===== config.mk =====
export PLATFORM = sky130hd
export DESIGN_NAME = vm_dispense_ctrl
export DESIGN_NICKNAME = d
export VERILOG_FILES = /design/src/rtl/vm_dispense_ctrl.sv
export SDC_FILE = /design/constraint.sdc
export NUM_CORES = 1
export LEC_CHECK = 0
export ABC_AREA = 1
export CORE_MARGIN = 2
export CORE_UTILIZATION = 50
export CTS_BUF_LIST = sky130_fd_sc_hd__clkbuf_8
export DETAILED_ROUTE_END_ITERATION = 16
export HOLD_SLACK_MARGIN = 0.08
export PLACE_DENSITY = 0.83
export SLEW_MARGIN = 15
export SYNTH_ARGS = -nofsm -noshare
export SYNTH_HDL_FRONTEND = slang
export SYNTH_SLANG_ARGS = --single-unit

===== constraint.sdc =====
create_clock -name clk -period 2.3 [get_ports clk]
set_input_delay 0.345 -clock clk [delete_from_list [all_inputs] [get_ports clk]]
set_output_delay 0.345 -clock clk [all_outputs]
set_load 0.01 [all_outputs]

===== src/rtl/vm_dispense_ctrl.sv =====
// Vending machine dispense controller: queues vend/change events from the
// coin-accept FSM and drives the bottle motor and the 5rs coin hopper.
module vm_dispense_ctrl #(
    parameter int unsigned FIFO_DEPTH   = 4,
    parameter int unsigned MOTOR_CYCLES = 8,
    parameter int unsigned ACK_TIMEOUT  = 16
) (
    input  logic       clk,
    input  logic       rst,
    input  logic       vend_i,
    input  logic [1:0] change_i,
    input  logic       coin_ack,
    output logic       motor_on,
    output logic       coin_req,
    output logic       busy,
    output logic       overflow,
    output logic       bad_code,
    output logic       fault,
    output logic [7:0] bottles_cnt,
    output logic [7:0] coins_cnt
);

    localparam int unsigned PTR_W  = (FIFO_DEPTH > 1) ? $clog2(FIFO_DEPTH) : 1;
    localparam int unsigned CNT_W  = $clog2(FIFO_DEPTH + 1);
    localparam int unsigned MCNT_W = $clog2(MOTOR_CYCLES + 1);
    localparam int unsigned WCNT_W = $clog2(ACK_TIMEOUT + 1);
    localparam int unsigned ENT_W  = 3;

    typedef enum logic [2:0] {
        S_IDLE,
        S_MOTOR,
        S_COIN_REQ,
        S_COIN_REL,
        S_FAULT
    } state_t;

    state_t             state_q, state_d;
    logic [ENT_W-1:0]   mem_q [FIFO_DEPTH];
    logic [PTR_W-1:0]   wr_ptr_q, rd_ptr_q;
    logic [CNT_W-1:0]   count_q, count_d;
    logic [MCNT_W-1:0]  mcnt_q;
    logic [WCNT_W-1:0]  wcnt_q;
    logic [1:0]         coins_left_q;

    logic [1:0]         ev_coins_c;
    logic               event_c;
    logic               full_c;
    logic               push_c;
    logic               pop_c;
    logic [ENT_W-1:0]   head_c;
    logic               head_vend_c;
    logic [1:0]         head_coins_c;

    // Event decode and FIFO push/pop qualification
    always_comb begin
        ev_coins_c   = 2'd0;
        if (change_i == 2'b01) ev_coins_c = 2'd1;
        if (change_i == 2'b10) ev_coins_c = 2'd2;
        event_c      = vend_i | (ev_coins_c != 2'd0);
        full_c       = (count_q == CNT_W'(FIFO_DEPTH));
        push_c       = event_c & ~full_c;
        pop_c        = (state_q == S_IDLE) && (count_q != '0);
        head_c       = mem_q[rd_ptr_q];
        head_vend_c  = head_c[2];
        head_coins_c = head_c[1:0];
        count_d      = count_q;
        case ({push_c, pop_c})
            2'b10:   count_d = count_q + CNT_W'(1);
            2'b01:   count_d = count_q - CNT_W'(1);
            default: count_d = count_q;
        endcase
    end

    // Event FIFO storage and pointers; full-check uses the pre-edge count
    always_ff @(posedge clk) begin
        if (rst) begin
            wr_ptr_q <= '0;
            rd_ptr_q <= '0;
            count_q  <= '0;
        end else begin
            if (push_c) begin
                mem_q[wr_ptr_q] <= {vend_i, ev_coins_c};
                wr_ptr_q        <= wr_ptr_q + PTR_W'(1);
            end
            if (pop_c) begin
                rd_ptr_q <= rd_ptr_q + PTR_W'(1);
            end
            count_q <= count_d;
        end
    end

    // Next-state decode for the actuator sequencer
    always_comb begin
        state_d = state_q;
        case (state_q)
            S_IDLE: begin
                if (pop_c) begin
                    if (head_vend_c)
                        state_d = S_MOTOR;
                    else if (head_coins_c != 2'd0)
                        state_d = S_COIN_REQ;
                end
            end
            S_MOTOR: begin
                if (mcnt_q == MCNT_W'(MOTOR_CYCLES - 1))
                    state_d = (coins_left_q != 2'd0) ? S_COIN_REQ : S_IDLE;
            end
            S_COIN_REQ: begin
                if (coin_ack)
                    state_d = S_COIN_REL;
                else if (wcnt_q == WCNT_W'(ACK_TIMEOUT - 1))
                    state_d = S_FAULT;
            end
            S_COIN_REL: begin
                if (!coin_ack)
                    state_d = (coins_left_q != 2'd0) ? S_COIN_REQ : S_IDLE;
            end
            S_FAULT: state_d = S_FAULT;
            default: state_d = S_IDLE;
        endcase
    end

    // Sequencer state, timers, counters and registered outputs
    always_ff @(posedge clk) begin
        if (rst) begin
            state_q      <= S_IDLE;
            mcnt_q       <= '0;
            wcnt_q       <= '0;
            coins_left_q <= 2'd0;
            motor_on     <= 1'b0;
            coin_req     <= 1'b0;
            busy         <= 1'b0;
            overflow     <= 1'b0;
            bad_code     <= 1'b0;
            fault        <= 1'b0;
            bottles_cnt  <= 8'd0;
            coins_cnt    <= 8'd0;
        end else begin
            state_q  <= state_d;
            motor_on <= (state_d == S_MOTOR);
            coin_req <= (state_d == S_COIN_REQ);
            busy     <= (state_d != S_IDLE) || (count_d != '0);
            overflow <= overflow | (event_c & full_c);
            bad_code <= bad_code | (change_i == 2'b11);
            fault    <= fault | (state_d == S_FAULT);

            mcnt_q <= (state_q == S_MOTOR) ? mcnt_q + MCNT_W'(1) : '0;
            wcnt_q <= (state_q == S_COIN_REQ) ? wcnt_q + WCNT_W'(1) : '0;

            if (pop_c)
                coins_left_q <= head_coins_c;

            if ((state_q == S_MOTOR) && (mcnt_q == MCNT_W'(MOTOR_CYCLES - 1)))
                bottles_cnt <= bottles_cnt + 8'd1;

            if ((state_q == S_COIN_REQ) && coin_ack) begin
                coins_cnt    <= coins_cnt + 8'd1;
                coins_left_q <= coins_left_q - 2'd1;
            end
        end
    end

endmodule


==> summary.md <==
| Metric | Value |
|---|---|
| Outcome | finished clean |
| Final setup violation count | 0 |
| Syn_area_per_cell | 8.366 um2 |
| Vias | 2119 |
| Yosys reg bits | 57 |
| Crit Path Class | reg2reg |
| Max_slew headroom | 80.76% |
| Drt wl/cell | 11.88 um |
| Max Clock Freq | 472.2 MHz |
| Power share of the combinational group | 33.9% |
| Post-DP HPWL | 3700 um |
| Syn Std Cell Area | 2644 um2 |
| Setup ws final | 0.1825 ns |
| Final instance area | 3257 um2 |
| Slowest Stage Delay on Critical Path | 0.49 ns |
| VDD IR-drop max | 0.6098 mV |
| Leakage power | 1.386 nW |
| Gr busiest metal | met2 |
| Worst Setup End Kind | flop |
| Net switching power | 1.143 mW |
| WL final | 5158 um |
| Met3 usage | 4.706% |
| Placed cell count | 417 |
| Initial antenna violation count | 0 |
| Commonest non-fill, non-tap cell in the layout | nand2_1 |
| Root Buffer | clkbuf_8 |
| Vias in the first global route | 1959 |
| Worst-path clk slew | 0.07 ns |
| I/O pin count | 28 |
| RSZ-0062 raised after global routing | no |
| H-tree depth | 3 |
| DIE AREA | 5885 um2 |
| Slew @ Worst Pin | 0.2876 ns |
| GR Util met2 | 31.14% |
| Overall Global Routing Usage | 18.49% |
| Routed Antenna Nets | 0 |
| Distinct cells, synth | 36 |
| Final Non-Filler Cells | 434 |
| Post-Place Worst Slack | -0.4769 ns |
| DRC viols | 0 |
| Skew-Pair Late Insertion Delay | 0.33 ns |
| Layout cell share with drive strength beyond 1 | 13.19% |
| Grt total ovfl | 0 |
| Area growth syn-to-layout | 23.19% |
| Hold/Removal Path Class | reg2reg |
| Final worst path period need | 2.118 ns |
| Most frequent CP cell | nor2_1 |
| Final Core Density | 63.77% |
| Slew Limit Fails | 0 |
| Filler cells | 415 |
| Critical Path Fanout Max | 4 |
| Synth Instances | 316 |
| Die span in y | 76.72 um |
| Pwr Total | 3.250 mW |
| Yosys warning count | 0 |
| First-pass GRT wire length | 8507 um |
| Clock buffer depth | 2 |
| Detailed Route Iter0 Violations | 111 |
| # port buffers | 27 |
| Pin count of the biggest net entering global routing | 27 |
| Met1 usage | 21.13% |
| Die Wd | 76.72 um |
| Clock Skew | 0.004584 ns |
| Sinks on Clock Net | 57 |
| Worst Path Arrival | 2.35 ns |
| Via density | 4.882 |
| P_int | 2.107 mW |
| Initial Utilization | 51.76% |
| Net Sw Frac | 35.17% |
| CP startpoint kind | flop |
| Placed standard-cell area | 3033 um2 |
| Clock buffer count from CTS | 9 |
| CP cell instances | nor2_1 > nand3_1 > inv_2 > ha_2 > inv_1 > fa_1 > o21ai_2 > nor2_1 > nand3_1 > nor2_1 > nand4_1 > nand2_1 > inv_1 |
| Most frequent cells in the layout | nand2_1, inv_1, dfxtp_1, nor2_1, clkdlybuf4s50_1 |
| Pwr Density | 998.0 nW/um2 |
| Clock power share | 27.1% |
| Seq/Total Area, Yosys | 47.70% |
| Nets | 380 |
| Row cnt | 26 |
| Seq pwr share | 39.0% |
| CTS tree | yes |
| Placer Congestion | 0.8138 |
| Final worst path period share | 92.07% |
| Hold Fails Final Rpt | 0 |
| Core area | 5107 um2 |
| CP required | 2.54 ns |
| Syn_nets | 337 |
| Slowest-stage cell, CP | fa_1 |
| Maxcap violations | 0 |
| # diodes | 0 |
| Pre-antenna DRT Iters | 4 |
## repair_timing
action                     in CTS  in global routing
hold buffers                    0                  0
setup endpoints to repair       1                  1
pin swaps                       2                  1
buffers inserted                1                  0
gates cloned                    0                  0
gates resized for setup         3                  7
## cells by family after synthesis
kind of cell             synth area share (%)
AND/OR/NAND/NOR                         26.12
buffers and inverters                   8.755
XOR/XNOR                               0.3313
AO/OA/AOI/OAI                           9.702
flip-flops                              47.70
adder cells (fa/ha/maj)                 7.383
## state kept, by name, summed over array words and instances, names as in the netlist, named ones only
signal        count
mcnt_q            4
coins_cnt         8
coins_left_q      2
bottles_cnt       8
state_q           3
fault             1
motor_on          1
coin_req          1
wcnt_q            5
mem_q            12
busy              1
count_q           3
rd_ptr_q          2
wr_ptr_q          2
bad_code          1
overflow          1
## cell usage after synthesis
cell type,count,area share [%]
nor3_2,1,0.38
nand3_1,15,2.8
o21ai_0,13,2.5
nand3_2,2,0.76
dfxtp_1,45,34
and3_1,1,0.24
o21a_1,2,0.57
fa_1,1,0.76
a21oi_2,1,0.33
clkbuf_8,1,0.52
o211ai_1,3,0.85
inv_1,50,7.1
nand2_1,60,8.5
a21oi_1,22,4.2
nor2_4,3,1.3
and2_1,1,0.24
nor3_1,1,0.19
nor2_8,1,0.76
nand3_4,2,1.3
nor3b_2,1,0.47
nor3b_1,3,0.85
nand2_4,1,0.43
nor2_2,1,0.24
nor2_1,38,5.4
edfxtp_1,12,14
xnor2_1,1,0.33
nor3_4,2,1.2
clkinv_1,1,0.14
nand3b_1,1,0.28
o221ai_1,1,0.33
nand4_1,3,0.71
o21ai_1,4,0.76
ha_1,14,6.6
o22ai_1,1,0.24
clkbuf_1,2,0.28
inv_2,5,0.71
## routing by layer
metal	vias up	part of all wire (%)
li1	1096	-
met1	955	44
met2	54	49
met3	14	4.6
met4	0	3.1
met5	-	0
## worst max-delay path: cells and delay by family (launching register included)
kind                       cells  cell delay (ns)
adders and majority gates      2             0.66
DFF                            1             0.34
AOI/OAI and AO/OA              1             0.07
and+or+nand+nor                7             0.77
buffers and inverters          3             0.18
## area by class of cell
class	count	area, um2	share of cell area (%)
sequential	57	1261	38.72
multi-input combinational	200	1177	36.15
timing repair buffer	35	335.3	10.30
inverter	56	210.2	6.454
clock buffer	9	123.9	3.803
tap	70	87.58	2.689
clock inverter	7	61.31	1.882
## power by group through the flow
stage	combinational [mW]	sequential [mW]	clock (mW)
2_1_floorplan	0.721	1.29	0
3_3_place_gp	1.01	1.28	0
3_5_place_dp	1.04	1.29	0
4_1_cts	1.07	1.27	0.894
5_1_grt	1.26	1.29	0.936
6_report	1.10	1.27	0.881
## through the flow
step | setup TNS, ns | hold slack [ns]
5_1_grt | 0 | 0.4883
2_1_floorplan | 0 | 0.4145
6_report | 0 | 0.4494
3_3_place_gp | -0.6414 | 0.4302
4_1_cts | 0 | 0.4527
3_5_place_dp | -0.8448 | 0.4395
## path summary, 6_finish.rpt
path                                        endpoint                  start  depth (start not counted)  slack, ns
worst max register to register       busy$_SDFF_PP0_  state_q[1]$_SDFF_PP0_                         13       0.18
worst min-delay path            wcnt_q[0]$_SDFF_PP0_   wcnt_q[0]$_SDFF_PP0_                          1       0.45
worst min register to register  wcnt_q[0]$_SDFF_PP0_   wcnt_q[0]$_SDFF_PP0_                          1       0.45
worst max-delay path                 busy$_SDFF_PP0_  state_q[1]$_SDFF_PP0_                         13       0.18
(Power assumes the default switching activity.)
